===== config.mk =====
export PLATFORM = sky130hd
export DESIGN_NAME = bitwise_accum_flat
export DESIGN_NICKNAME = d
export VERILOG_FILES = /design/src/rtl/bitwise_accum_if.sv /design/src/rtl/bitwise_accum.sv /design/src/flat_wrapper.sv
export SDC_FILE = /design/constraint.sdc
export NUM_CORES = 1
export LEC_CHECK = 0
export CAP_MARGIN = 20
export CORE_MARGIN = 2
export CORE_UTILIZATION = 40
export DETAILED_ROUTE_END_ITERATION = 7
export PLACE_DENSITY_LB_ADDON = 0.3
export SETUP_SLACK_MARGIN = 0.3
export SLEW_MARGIN = 20
export SYNTH_ARGS = -nofsm -noshare
export SYNTH_HDL_FRONTEND = slang
export SYNTH_SLANG_ARGS = --single-unit

===== constraint.sdc =====
create_clock -name clk -period 5.4 [get_ports clk]
set_input_delay 1.62 -clock clk [delete_from_list [all_inputs] [get_ports clk]]
set_output_delay 1.62 -clock clk [all_outputs]
set_load 0.005 [all_outputs]

===== src/rtl/bitwise_accum_if.sv =====
// Stream bundle for bitwise_accum: input beat channel plus result channel.
// Optional out_ones wire is present when BITWISE_ACCUM_POPCOUNT_EN is defined.
interface bitwise_accum_if #(
  parameter int WIDTH     = 16,
  parameter int MAX_WORDS = 16
);
  localparam int CNT_W  = $clog2(MAX_WORDS + 1);
  localparam int ONES_W = $clog2(WIDTH + 1);

  logic [1:0]       op;
  logic [WIDTH-1:0] in_data;
  logic             in_valid;
  logic             in_last;
  logic             in_ready;

  logic [WIDTH-1:0] out_data;
  logic [CNT_W-1:0] out_count;
  logic             out_trunc;
  logic             out_valid;
  logic             out_ready;
`ifdef BITWISE_ACCUM_POPCOUNT_EN
  logic [ONES_W-1:0] out_ones;
`endif

  modport master (
    output op, in_data, in_valid, in_last, out_ready,
`ifdef BITWISE_ACCUM_POPCOUNT_EN
    input  out_ones,
`endif
    input  in_ready, out_data, out_count, out_trunc, out_valid
  );

  modport slave (
    input  op, in_data, in_valid, in_last, out_ready,
`ifdef BITWISE_ACCUM_POPCOUNT_EN
    output out_ones,
`endif
    output in_ready, out_data, out_count, out_trunc, out_valid
  );
endinterface


===== src/rtl/bitwise_accum.sv =====
// Folds a burst of WIDTH-bit words with OR/AND/XOR/NOR into one result word.
// Define BITWISE_ACCUM_POPCOUNT_EN to add the registered out_ones popcount output.
module bitwise_accum #(
  parameter int WIDTH     = 16,
  parameter int MAX_WORDS = 16
) (
  input logic         clk,
  input logic         rst_n,
  bitwise_accum_if.slave bus
);
  localparam int CNT_W  = $clog2(MAX_WORDS + 1);
  localparam int ONES_W = $clog2(WIDTH + 1);
  localparam logic [CNT_W-1:0] MAX_CNT = CNT_W'(MAX_WORDS);

  localparam logic [1:0] OP_OR  = 2'b00;
  localparam logic [1:0] OP_AND = 2'b01;
  localparam logic [1:0] OP_XOR = 2'b10;
  localparam logic [1:0] OP_NOR = 2'b11;

  typedef enum logic [1:0] {
    ST_IDLE  = 2'b00,
    ST_ACCUM = 2'b01,
    ST_DONE  = 2'b10
  } state_e;

  // NOR accumulates as OR; the inversion is applied once when the result is formed.
  function automatic logic [WIDTH-1:0] fold_word(input logic [1:0] op_sel,
                                                 input logic [WIDTH-1:0] a,
                                                 input logic [WIDTH-1:0] b);
    logic [WIDTH-1:0] r;
    case (op_sel)
      OP_OR:   r = a | b;
      OP_AND:  r = a & b;
      OP_XOR:  r = a ^ b;
      OP_NOR:  r = a | b;
      default: r = a | b;
    endcase
    return r;
  endfunction

  function automatic logic [ONES_W-1:0] count_ones(input logic [WIDTH-1:0] w);
    logic [ONES_W-1:0] n;
    n = {ONES_W{1'b0}};
    for (int i = 0; i < WIDTH; i++) begin
      n = n + ONES_W'(w[i]);
    end
    return n;
  endfunction

  state_e            state_q, state_d;
  logic [WIDTH-1:0]  acc_q, acc_d;
  logic [1:0]        op_q, op_d;
  logic [CNT_W-1:0]  count_q, count_d;
  logic [WIDTH-1:0]  out_data_q, out_data_d;
  logic [CNT_W-1:0]  out_count_q, out_count_d;
  logic              out_trunc_q, out_trunc_d;
`ifdef BITWISE_ACCUM_POPCOUNT_EN
  logic [ONES_W-1:0] ones_q, ones_d;
`endif

  logic              in_ready_s;
  logic              out_valid_s;
  logic              accept_s;
  logic              first_s;
  logic [1:0]        op_eff_s;
  logic [WIDTH-1:0]  acc_fold_s;
  logic [WIDTH-1:0]  result_s;
  logic [CNT_W-1:0]  count_inc_s;
  logic              close_s;

  assign accept_s    = bus.in_valid && in_ready_s;
  assign first_s     = (state_q == ST_IDLE);
  assign op_eff_s    = first_s ? bus.op : op_q;
  assign acc_fold_s  = first_s ? bus.in_data : fold_word(op_q, acc_q, bus.in_data);
  assign result_s    = (op_eff_s == OP_NOR) ? ~acc_fold_s : acc_fold_s;
  // count_q < MAX_WORDS whenever a beat is folded, so the increment cannot wrap.
  assign count_inc_s = first_s ? CNT_W'(1) : (count_q + CNT_W'(1));
  assign close_s     = accept_s && (bus.in_last || (count_inc_s == MAX_CNT));

  // State register.
  always_ff @(posedge clk) begin
    if (!rst_n) begin
      state_q <= ST_IDLE;
    end else begin
      state_q <= state_d;
    end
  end

  // Next-state logic.
  always_comb begin
    state_d = state_q;
    case (state_q)
      ST_IDLE, ST_ACCUM: begin
        if (close_s) begin
          state_d = ST_DONE;
        end else if (accept_s) begin
          state_d = ST_ACCUM;
        end else begin
          state_d = state_q;
        end
      end
      ST_DONE: begin
        if (bus.out_ready) begin
          state_d = ST_IDLE;
        end else begin
          state_d = ST_DONE;
        end
      end
      default: state_d = ST_IDLE;
    endcase
  end

  // Handshake outputs decoded from the state register.
  always_comb begin
    in_ready_s  = 1'b0;
    out_valid_s = 1'b0;
    case (state_q)
      ST_IDLE:  in_ready_s  = 1'b1;
      ST_ACCUM: in_ready_s  = 1'b1;
      ST_DONE:  out_valid_s = 1'b1;
      default: begin
        in_ready_s  = 1'b0;
        out_valid_s = 1'b0;
      end
    endcase
  end

  // Datapath next values; result registers only load on the closing beat.
  always_comb begin
    acc_d       = acc_q;
    op_d        = op_q;
    count_d     = count_q;
    out_data_d  = out_data_q;
    out_count_d = out_count_q;
    out_trunc_d = out_trunc_q;
`ifdef BITWISE_ACCUM_POPCOUNT_EN
    ones_d      = ones_q;
`endif
    if (accept_s) begin
      acc_d   = acc_fold_s;
      op_d    = op_eff_s;
      count_d = count_inc_s;
    end else begin
      acc_d   = acc_q;
      op_d    = op_q;
      count_d = count_q;
    end
    if (close_s) begin
      out_data_d  = result_s;
      out_count_d = count_inc_s;
      out_trunc_d = !bus.in_last;
`ifdef BITWISE_ACCUM_POPCOUNT_EN
      ones_d      = count_ones(result_s);
`endif
    end else begin
      out_data_d  = out_data_q;
      out_count_d = out_count_q;
      out_trunc_d = out_trunc_q;
    end
  end

  // Datapath registers.
  always_ff @(posedge clk) begin
    if (!rst_n) begin
      acc_q       <= {WIDTH{1'b0}};
      op_q        <= OP_OR;
      count_q     <= {CNT_W{1'b0}};
      out_data_q  <= {WIDTH{1'b0}};
      out_count_q <= {CNT_W{1'b0}};
      out_trunc_q <= 1'b0;
`ifdef BITWISE_ACCUM_POPCOUNT_EN
      ones_q      <= {ONES_W{1'b0}};
`endif
    end else begin
      acc_q       <= acc_d;
      op_q        <= op_d;
      count_q     <= count_d;
      out_data_q  <= out_data_d;
      out_count_q <= out_count_d;
      out_trunc_q <= out_trunc_d;
`ifdef BITWISE_ACCUM_POPCOUNT_EN
      ones_q      <= ones_d;
`endif
    end
  end

  assign bus.in_ready  = in_ready_s;
  assign bus.out_valid = out_valid_s;
  assign bus.out_data  = out_data_q;
  assign bus.out_count = out_count_q;
  assign bus.out_trunc = out_trunc_q;
`ifdef BITWISE_ACCUM_POPCOUNT_EN
  assign bus.out_ones  = ones_q;
`endif

endmodule


===== src/flat_wrapper.sv =====
// flat-port wrapper written by rule: the top's interface ports become plain ports
module bitwise_accum_flat 
#(
  parameter int WIDTH     = 16,
  parameter int MAX_WORDS = 16
)
  (clk, rst_n, bus_op, bus_in_data, bus_in_valid, bus_in_last, bus_out_ready, bus_in_ready, bus_out_data, bus_out_count, bus_out_trunc, bus_out_valid);
  bitwise_accum_if #(.WIDTH(WIDTH), .MAX_WORDS(MAX_WORDS)) bus_i ();
  input logic clk;
  input logic rst_n;
  input wire logic [$bits(bus_i.op)-1:0] bus_op;
  input wire logic [$bits(bus_i.in_data)-1:0] bus_in_data;
  input wire logic [$bits(bus_i.in_valid)-1:0] bus_in_valid;
  input wire logic [$bits(bus_i.in_last)-1:0] bus_in_last;
  input wire logic [$bits(bus_i.out_ready)-1:0] bus_out_ready;
  output wire logic [$bits(bus_i.in_ready)-1:0] bus_in_ready;
  output wire logic [$bits(bus_i.out_data)-1:0] bus_out_data;
  output wire logic [$bits(bus_i.out_count)-1:0] bus_out_count;
  output wire logic [$bits(bus_i.out_trunc)-1:0] bus_out_trunc;
  output wire logic [$bits(bus_i.out_valid)-1:0] bus_out_valid;
  assign bus_i.op = bus_op;
  assign bus_i.in_data = bus_in_data;
  assign bus_i.in_valid = bus_in_valid;
  assign bus_i.in_last = bus_in_last;
  assign bus_i.out_ready = bus_out_ready;
  assign bus_in_ready = bus_i.in_ready;
  assign bus_out_data = bus_i.out_data;
  assign bus_out_count = bus_i.out_count;
  assign bus_out_trunc = bus_i.out_trunc;
  assign bus_out_valid = bus_i.out_valid;
  bitwise_accum #(.WIDTH(WIDTH), .MAX_WORDS(MAX_WORDS)) u_core (.clk(clk), .rst_n(rst_n), .bus(bus_i));
endmodule

==> results of run 1 <==
where the power goes:
group | switching [mW] | total, mW | internal (mW) | leakage [nW]
Sequential | 0.0165 | 0.387 | 0.371 | 0.387
Clock | 0.126 | 0.276 | 0.150 | 0.0612
Combinational | 0.137 | 0.245 | 0.108 | 1.02
through the flow:
step / power, mW / instance area, sq um / setup WS, ps / utilization (%)
floorplan: 0.5585 / 3154 / 2622 / -
finish: 0.9084 / 3761 / 1971 / 48.93
global placement: 0.6327 / 3638 / 1681 / 47.33
global route: 0.9579 / 3761 / 1860 / 48.93
detailed placement: 0.6398 / 3638 / 1615 / 47.33
CTS: 0.9153 / 3756 / 1928 / 48.86
worst max-delay path, cell delays in order:
cell and delay, ps:
clkdlybuf4s50_1 520, nand2_1 80, buf_4 260, nor2_2 850, o221a_2 340
registers in the layout, summed over array words and instances (netlist names):
name,flops
u_core.acc_q,16
u_core.state_q,2
u_core.bus.out_count,5
u_core.count_q,5
u_core.bus.out_trunc,1
u_core.bus.out_data,16
u_core.op_q,2
cells in the final DEF, fill, tap and decap left out, types with 7 or more instances in the layout:
| cell | count |
|---|---|
| a211oi_1 | 22 |
| a211oi_2 | 9 |
| a21oi_1 | 24 |
| a311oi_1 | 17 |
| clkdlybuf4s50_1 | 46 |
| dfxtp_1 | 47 |
| ha_1 | 35 |
| inv_1 | 38 |
| nand2_1 | 28 |
| nand2b_1 | 16 |
| nand3_1 | 8 |
| nor2_1 | 33 |
| nor2b_1 | 16 |
| nor3_1 | 20 |
| o21ai_0 | 7 |
| xnor2_1 | 15 |
worst paths after layout:
path	slack [ps]	endpoint	from	depth (start not counted)
hold reg to reg	460	u_core.bus.out_count[2]	u_core.bus.out_count[2]	2
setup reg to reg	2460	u_core.bus.out_count[4]	u_core.state_q[1]	5
hold / removal	460	u_core.bus.out_count[2]	u_core.bus.out_count[2]	2
setup / recovery	1970	u_core.bus.out_count[4]	bus_in_valid	5
cells by family after synthesis:
logic type	Yosys count	share of synthesized area [%]
AND/OR/NAND/NOR	128	19.95
multiplexers	4	1.269
XOR/XNOR	17	4.721
adder cells (fa/ha/maj)	35	13.88
buffers and inverters	64	8.488
AO/OA/AOI/OAI	89	21.86
flip-flops	47	29.83
routing by layer:
metal,wire [microns],up-vias,global-route usage (%)
li1,-,1380,-
met1,3524,1298,22.61
met4,144,0,4.779
met3,293,10,4.394
met2,3637,59,31.40
met5,0,-,0
cell type report:
class	instances	area, sq um	share of cell area [%]
Clock buffer	6	82.58	2.196
Sequential cell	47	940.9	25.02
Tap cell	102	127.6	3.393
Multi-Input combinational cell	273	1953	51.93
Clock inverter	2	35.03	0.9315
Timing Repair Buffer	48	475.5	12.64
Inverter	39	146.4	3.892
==> flow_summary.json, run 1 <==
{
  "status": "completed",
  "end_kind": "flop",
  "ys.flop_type": "dfxtp_1",
  "hold_viol_final": 0,
  "cts_post_setup_buffers_inserted": 0,
  "syn_area_sq_um": 3154,
  "clkTransAtPathRegs_ps": 100,
  "timing.hold.ws_ps": 463.1,
  "dr.pass1.iters": 4,
  "numCtsBuffers": 5,
  "ir_drop_mv": 0.1114,
  "yosysSeqAreaShare_pct": 29.83,
  "drive_gt1_share_pct": 6.506,
  "vias": 2747,
  "drt-total-wl_microns": 7600,
  "grt_pass1_vias": 2643,
  "crit_required_ps": 5650,
  "grt_usage_pct": 18.19,
  "io_buffers": 46,
  "drv_slew": 0,
  "wl_per_cell_microns": 14.70,
  "period_minus_slack_ps": 3429,
  "final_nets": 472,
  "post-route-period-util_pct": 63.49,
  "startpoint_type": "input pin",
  "dpl.hpwl_microns": 5112,
  "synth.most_common_cell": "dfxtp_1",
  "clock_skew_ps": 11.12,
  "cts_root_buf": "clkbuf_8",
  "core_sq_um": 7687,
  "hp-class": "flop to flop",
  "synth_top_area_cell": "dfxtp_1",
  "post_cts_resized": 0,
  "synth_top_cell_area_share_pct": 29.83,
  "critPathArrivalTime_ps": 3680,
  "die_h_microns": 92.80,
  "max_freq_ghz": 0.2917,
  "vias_per_cell": 5.313,
  "netlist_instances": 384,
  "die_x_microns": 92.80,
  "synth_cell_types": 38,
  "tightestPinTransition_ps": 1049,
  "ys_top_cells_by_area": "dfxtp_1, ha_1, a211oi_1, a311oi_1, inv_1",
  "placement_rows": 32,
  "fillers": 739,
  "cts_num_sinks": 47,
  "yosysWarningCount": 0,
  "yosys-top-cells-count": "dfxtp_1, inv_1, ha_1",
  "die_area_sq_um": 8612,
  "hold_buffers": 0,
  "grt_setup_unrepaired": "no",
  "grt_pass1_wl_microns": 12510,
  "crit_type": "input pin to flop",
  "diodes": 0,
  "grt_max_degree": 38,
  "ios": 47,
  "detail-route-antenna-nets": 0,
  "synth_edf_count": 0,
  "clock_path_buffers": 2,
  "htreeDepth": 2,
  "path_max_fanout": 37,
  "clock_latency_ps": 310,
  "drv_cap": 0,
  "mappedNetlistNets": 442,
  "syn_to_final_growth_pct": 19.24,
  "slew_headroom_pct": 30.00,
  "drc_errors": 0,
  "finalSetupViolCount": 0,
  "antenna_found_initial": 0,
  "power_leakage_nw": 1.472,
  "overflow": 0,
  "finalNonFillerCells": 517,
  "dr.first_iter.drc_count": 144,
  "yosys_register_bits": 47,
  "start_util_pct": 41.03,
  "ys_async_sr_fraction_pct": 0,
  "dp_cells": 509,
  "tritoncts": "yes",
  "gp_congestion": 0.8846,
  "power_per_cell_area_nw_per_um2": 241.5,
  "synth.avg_cell_area_sq_um": 8.214,
  "setup_tns_ps": 0
}
Power figures use the tool's default switching activity.
==> inputs of run 2 (changes only) <==
==> constraint.sdc (replaced) <==
create_clock -name clk -period 3.5 [get_ports clk]
set_input_delay 1.05 -clock clk [delete_from_list [all_inputs] [get_ports clk]]
set_output_delay 1.05 -clock clk [all_outputs]
set_load 0.005 [all_outputs]
==> flow_summary.json, run 2 (synthesis gave the netlist of run 1 again) <==
{
  "drt-total-wl_microns": 8027,
  "grt_setup_unrepaired": "no",
  "hold_viol_final": 0,
  "gp_congestion": 0.8273,
  "place_area_sq_um": 3696,
  "clock_skew_ps": 8.606,
  "end_kind": "output port",
  "grt_pass1_vias": 2842,
  "cp_slowest_cell": "dfxtp_1",
  "vias_per_cell": 5.379,
  "power_leakage_nw": 1.500,
  "crit_required_ps": 2450,
  "core_sq_um": 7687,
  "dp_cells": 515,
  "setup_tns_ps": 0,
  "final_core_util_pct": 49.61,
  "htreeDepth": 2,
  "tritoncts": "yes",
  "cts_num_sinks": 47,
  "critPathArrivalTime_ps": 1550,
  "drv_slew": 0,
  "diodes": 0,
  "cts_root_buf": "clkbuf_8",
  "numCtsBuffers": 5,
  "placement_rows": 32,
  "status": "completed",
  "grt_max_degree": 37,
  "whs_path_depth": 2,
  "layout_commonest_cell": "dfxtp_1",
  "wl_per_cell_microns": 15.35,
  "path_cells": "inv_1 -> nor2_1 -> clkdlybuf4s50_1",
  "start_util_pct": 41.03,
  "drv_cap": 0,
  "die_area_sq_um": 8612,
  "grt_pass1_wl_microns": 13270,
  "dr.pass1.iters": 4,
  "ir_drop_mv": 0.1940,
  "post_cts_resized": 0,
  "post-route-period-util_pct": 74.32,
  "path_max_fanout": 8,
  "drc_errors": 0,
  "startpoint_type": "flop",
  "detail-route-antenna-nets": 0,
  "die_x_microns": 92.80,
  "die_h_microns": 92.80,
  "clkTransAtPathRegs_ps": 90,
  "r2r_cells": 7,
  "tightestPinTransition_ps": 843.6,
  "hold_buffers": 0,
  "cp_slowest_stage_delay_ps": 500,
  "overflow": 0,
  "dr.first_iter.drc_count": 105,
  "power_per_cell_area_nw_per_um2": 370.5,
  "clock_path_buffers": 2,
  "place_ws_ps": 599.7,
  "io_buffers": 46,
  "final_nets": 478,
  "crit_type": "flop to output port",
  "antenna_found_initial": 0,
  "slew_headroom_pct": 43.76,
  "finalSetupViolCount": 0,
  "period_minus_slack_ps": 2601,
  "grt_usage_pct": 19.19,
  "ios": 47,
  "finalNonFillerCells": 523,
  "clock_latency_ps": 300,
  "vias": 2813,
  "postLayoutCellArea_sq_um": 3814,
  "dpl.hpwl_microns": 5363,
  "hp-class": "flop to flop",
  "syn_to_final_growth_pct": 20.90,
  "cts_post_setup_buffers_inserted": 0,
  "max_freq_ghz": 0.3845,
  "drive_gt1_share_pct": 7.838,
  "layout_common_cells": "dfxtp_1, clkdlybuf4s50_1, inv_1",
  "setup_slack_ps": 898.9
}
[run 2: worst max-delay path: cells and delay by family (launching register included)]
| kind | cells | cell delay [ps] |
|---|---|---|
| buffers and inverters | 2 | 640 |
| DFF | 1 | 500 |
| and+or+nand+nor | 1 | 110 |
[run 2: final timing paths]
path                                   to               startpoint  slack [ps]
hold / removal    u_core.bus.out_count[1]  u_core.bus.out_count[1]         460
setup / recovery            bus_out_valid        u_core.state_q[1]         900
hold reg to reg   u_core.bus.out_count[1]  u_core.bus.out_count[1]         460
setup reg to reg  u_core.bus.out_count[1]        u_core.count_q[0]         970
[run 2: area by class of cell]
type	instances	area, sq um
fill	751	3874
multi-input combinational	273	1948
sequential	47	940.9
timing repair buffer	54	533.0
inverter	39	146.4
tap	102	127.6
clock buffer	6	82.58
clock inverter	2	35.03
[run 2: where the power goes]
part	switching (mW)	total (mW)	internal [mW]
Combinational	0.211	0.386	0.175
Clock	0.196	0.428	0.232
Sequential	0.0270	0.599	0.572
[run 2: through the flow]
stage | hold WS (ps) | total power [mW]
floorplan | 448.1 | 0.8617
global placement | 443.7 | 0.9849
detailed placement | 450.4 | 0.9951
CTS | 471.1 | 1.426
global route | 488.5 | 1.490
finish | 463.7 | 1.413
[run 2: metal layers]
metal,global-route usage [%],share of wire [%],up-vias,wire (microns)
li1,-,-,1394,-
met1,23.36,46,1338,3718
met2,34.36,48,70,3874
met3,2.522,3.9,11,317
met4,6.985,1.4,0,116
met5,0,0,-,0
==> inputs of run 3 (changes only) <==
==> constraint.sdc (replaced) <==
create_clock -name clk -period 2.3 [get_ports clk]
set_input_delay 0.69 -clock clk [delete_from_list [all_inputs] [get_ports clk]]
set_output_delay 0.69 -clock clk [all_outputs]
set_load 0.005 [all_outputs]
==> flow_summary.json, run 3 (synthesis gave the netlist of run 1 again) <==
{
  "drv_cap": 0,
  "tightestPinTransition_ps": 519.1,
  "layout_common_cells": "buf_4, dfxtp_1, inv_1",
  "final_nets": 519,
  "slew_headroom_pct": 64.40,
  "period_minus_slack_ps": 2111,
  "met2_usage_pct": 34.06,
  "setup_slack_ps": 188.5,
  "layout_commonest_cell": "buf_4",
  "drt-total-wl_microns": 8313,
  "placement_rows": 32,
  "grt_use_met1_pct": 26.01,
  "die_area_sq_um": 8612,
  "cts_num_sinks": 47,
  "drive_gt1_share_pct": 23.16,
  "crit_required_ps": 2540,
  "die_h_microns": 92.80,
  "place_area_sq_um": 3978,
  "grt_max_degree": 43,
  "power_per_cell_area_nw_per_um2": 504.3,
  "drc_errors": 0,
  "syn_to_final_growth_pct": 35.98,
  "clock_skew_ps": 7.902,
  "overflow": 0,
  "core_sq_um": 7687,
  "grt_usage_pct": 20.03,
  "numCtsBuffers": 5,
  "ir_drop_mv": 0.2851,
  "cts_root_buf": "clkbuf_8",
  "r2r_setup_slack_ps": 190,
  "drv_slew": 0,
  "ios": 47,
  "vias_per_cell": 5.273,
  "grt_pass1_vias": 2982,
  "hp-class": "flop to flop",
  "clock_latency_ps": 300,
  "grt_pass1_wl_microns": 14060,
  "clkTransAtPathRegs_ps": 100,
  "crit_type": "flop to flop",
  "clock_path_buffers": 2,
  "vias": 2974,
  "io_buffers": 46,
  "dpl.hpwl_microns": 5650,
  "dr.pass1.iters": 4,
  "tritoncts": "yes",
  "grt_setup_unrepaired": "yes",
  "wl_per_cell_microns": 14.74,
  "finalSetupViolCount": 0,
  "hold_viol_final": 0,
  "antenna_found_initial": 0,
  "die_x_microns": 92.80,
  "power_leakage_nw": 1.805,
  "postLayoutCellArea_sq_um": 4289,
  "met3_usage_pct": 2.441,
  "startpoint_type": "flop",
  "critPathArrivalTime_ps": 2350,
  "status": "completed",
  "diodes": 0,
  "post-route-period-util_pct": 91.80,
  "detail-route-antenna-nets": 0,
  "end_kind": "flop",
  "path_max_fanout": 15,
  "dr.first_iter.drc_count": 146,
  "htreeDepth": 2,
  "power_mw": 2.163,
  "max_freq_ghz": 0.4736,
  "place_ws_ps": -273.5,
  "final_core_util_pct": 55.79,
  "grt.busiest_layer": "met2",
  "start_util_pct": 41.03,
  "gp_congestion": 0.8267
}
-- run 3: cell types whose count changed in the layout (fill, tap and decap cells not counted), sizes merged --
cell	change
clkinvlp	+2
bufinv	-1
clkdlybuf4s50	-15
buf	+41
dlygate4sd2	+6
dlymetal6s2s	+9
inv	-1
-- run 3: power by group --
| part | switching (mW) | total [mW] | leakage, nW | internal (mW) |
|---|---|---|---|---|
| Sequential | 0.0399 | 0.911 | 0.389 | 0.871 |
| Clock | 0.307 | 0.553 | 0.0474 | 0.246 |
| Combinational | 0.362 | 0.698 | 1.37 | 0.337 |
| Total | 0.709 | 2.16 | 1.80 | 1.45 |
-- run 3: layout make-up --
cell class                      instances  area [sq um]
Multi-Input combinational cell        273          2088
Fill cell                             711          3398
Sequential cell                        47         948.4
Timing Repair Buffer                   95         875.8
Inverter                               39         150.1
Clock buffer                            6         82.58
Tap cell                              102         127.6
Clock inverter                          2         16.27
-- run 3: timing repair --
item | in CTS | in global routing
gates cloned | 0 | 0
gates resized for setup | 26 | 25
hold buffers | 0 | 0
pin swaps | 14 | 24
endpoints found under the setup margin | 27 | 37
setup buffers | 5 | 2
-- run 3: critical path, stage by stage, from the launching register on --
cell	delay, ps
dfxtp_4	380
ha_4	160
xor2_1	150
or4b_4	530
o31a_1	300
nor2_4	140
buf_12	180
mux2i_1	190
-- run 3: worst paths after layout --
path	start	endpoint	cells past startpoint
max	u_core.count_q[0]	u_core.bus.out_count[2]	7
min	u_core.bus.out_count[1]	u_core.bus.out_count[1]	2
max reg2reg	u_core.count_q[0]	u_core.bus.out_count[2]	7
min reg2reg	u_core.bus.out_count[1]	u_core.bus.out_count[1]	2
-- run 3: per-layer routing --
metal	part of all wire, %	vias to the layer above
met1	45	1414
li1	-	1476
met2	49	69
met5	0	-
met4	2.0	0
met3	4.1	15
-- run 3: per-stage QoR --
stage / cells / TNS, ps / hold WS (ps)
4_1_cts: 562 / 0 / 482.1
2_1_floorplan: 384 / 0 / 448.1
3_3_place_gp: 549 / -1868 / 451.5
3_5_place_dp: 549 / -2545 / 464.0
6_report: 564 / 0 / 475.7
5_1_grt: 564 / 0 / 493.8
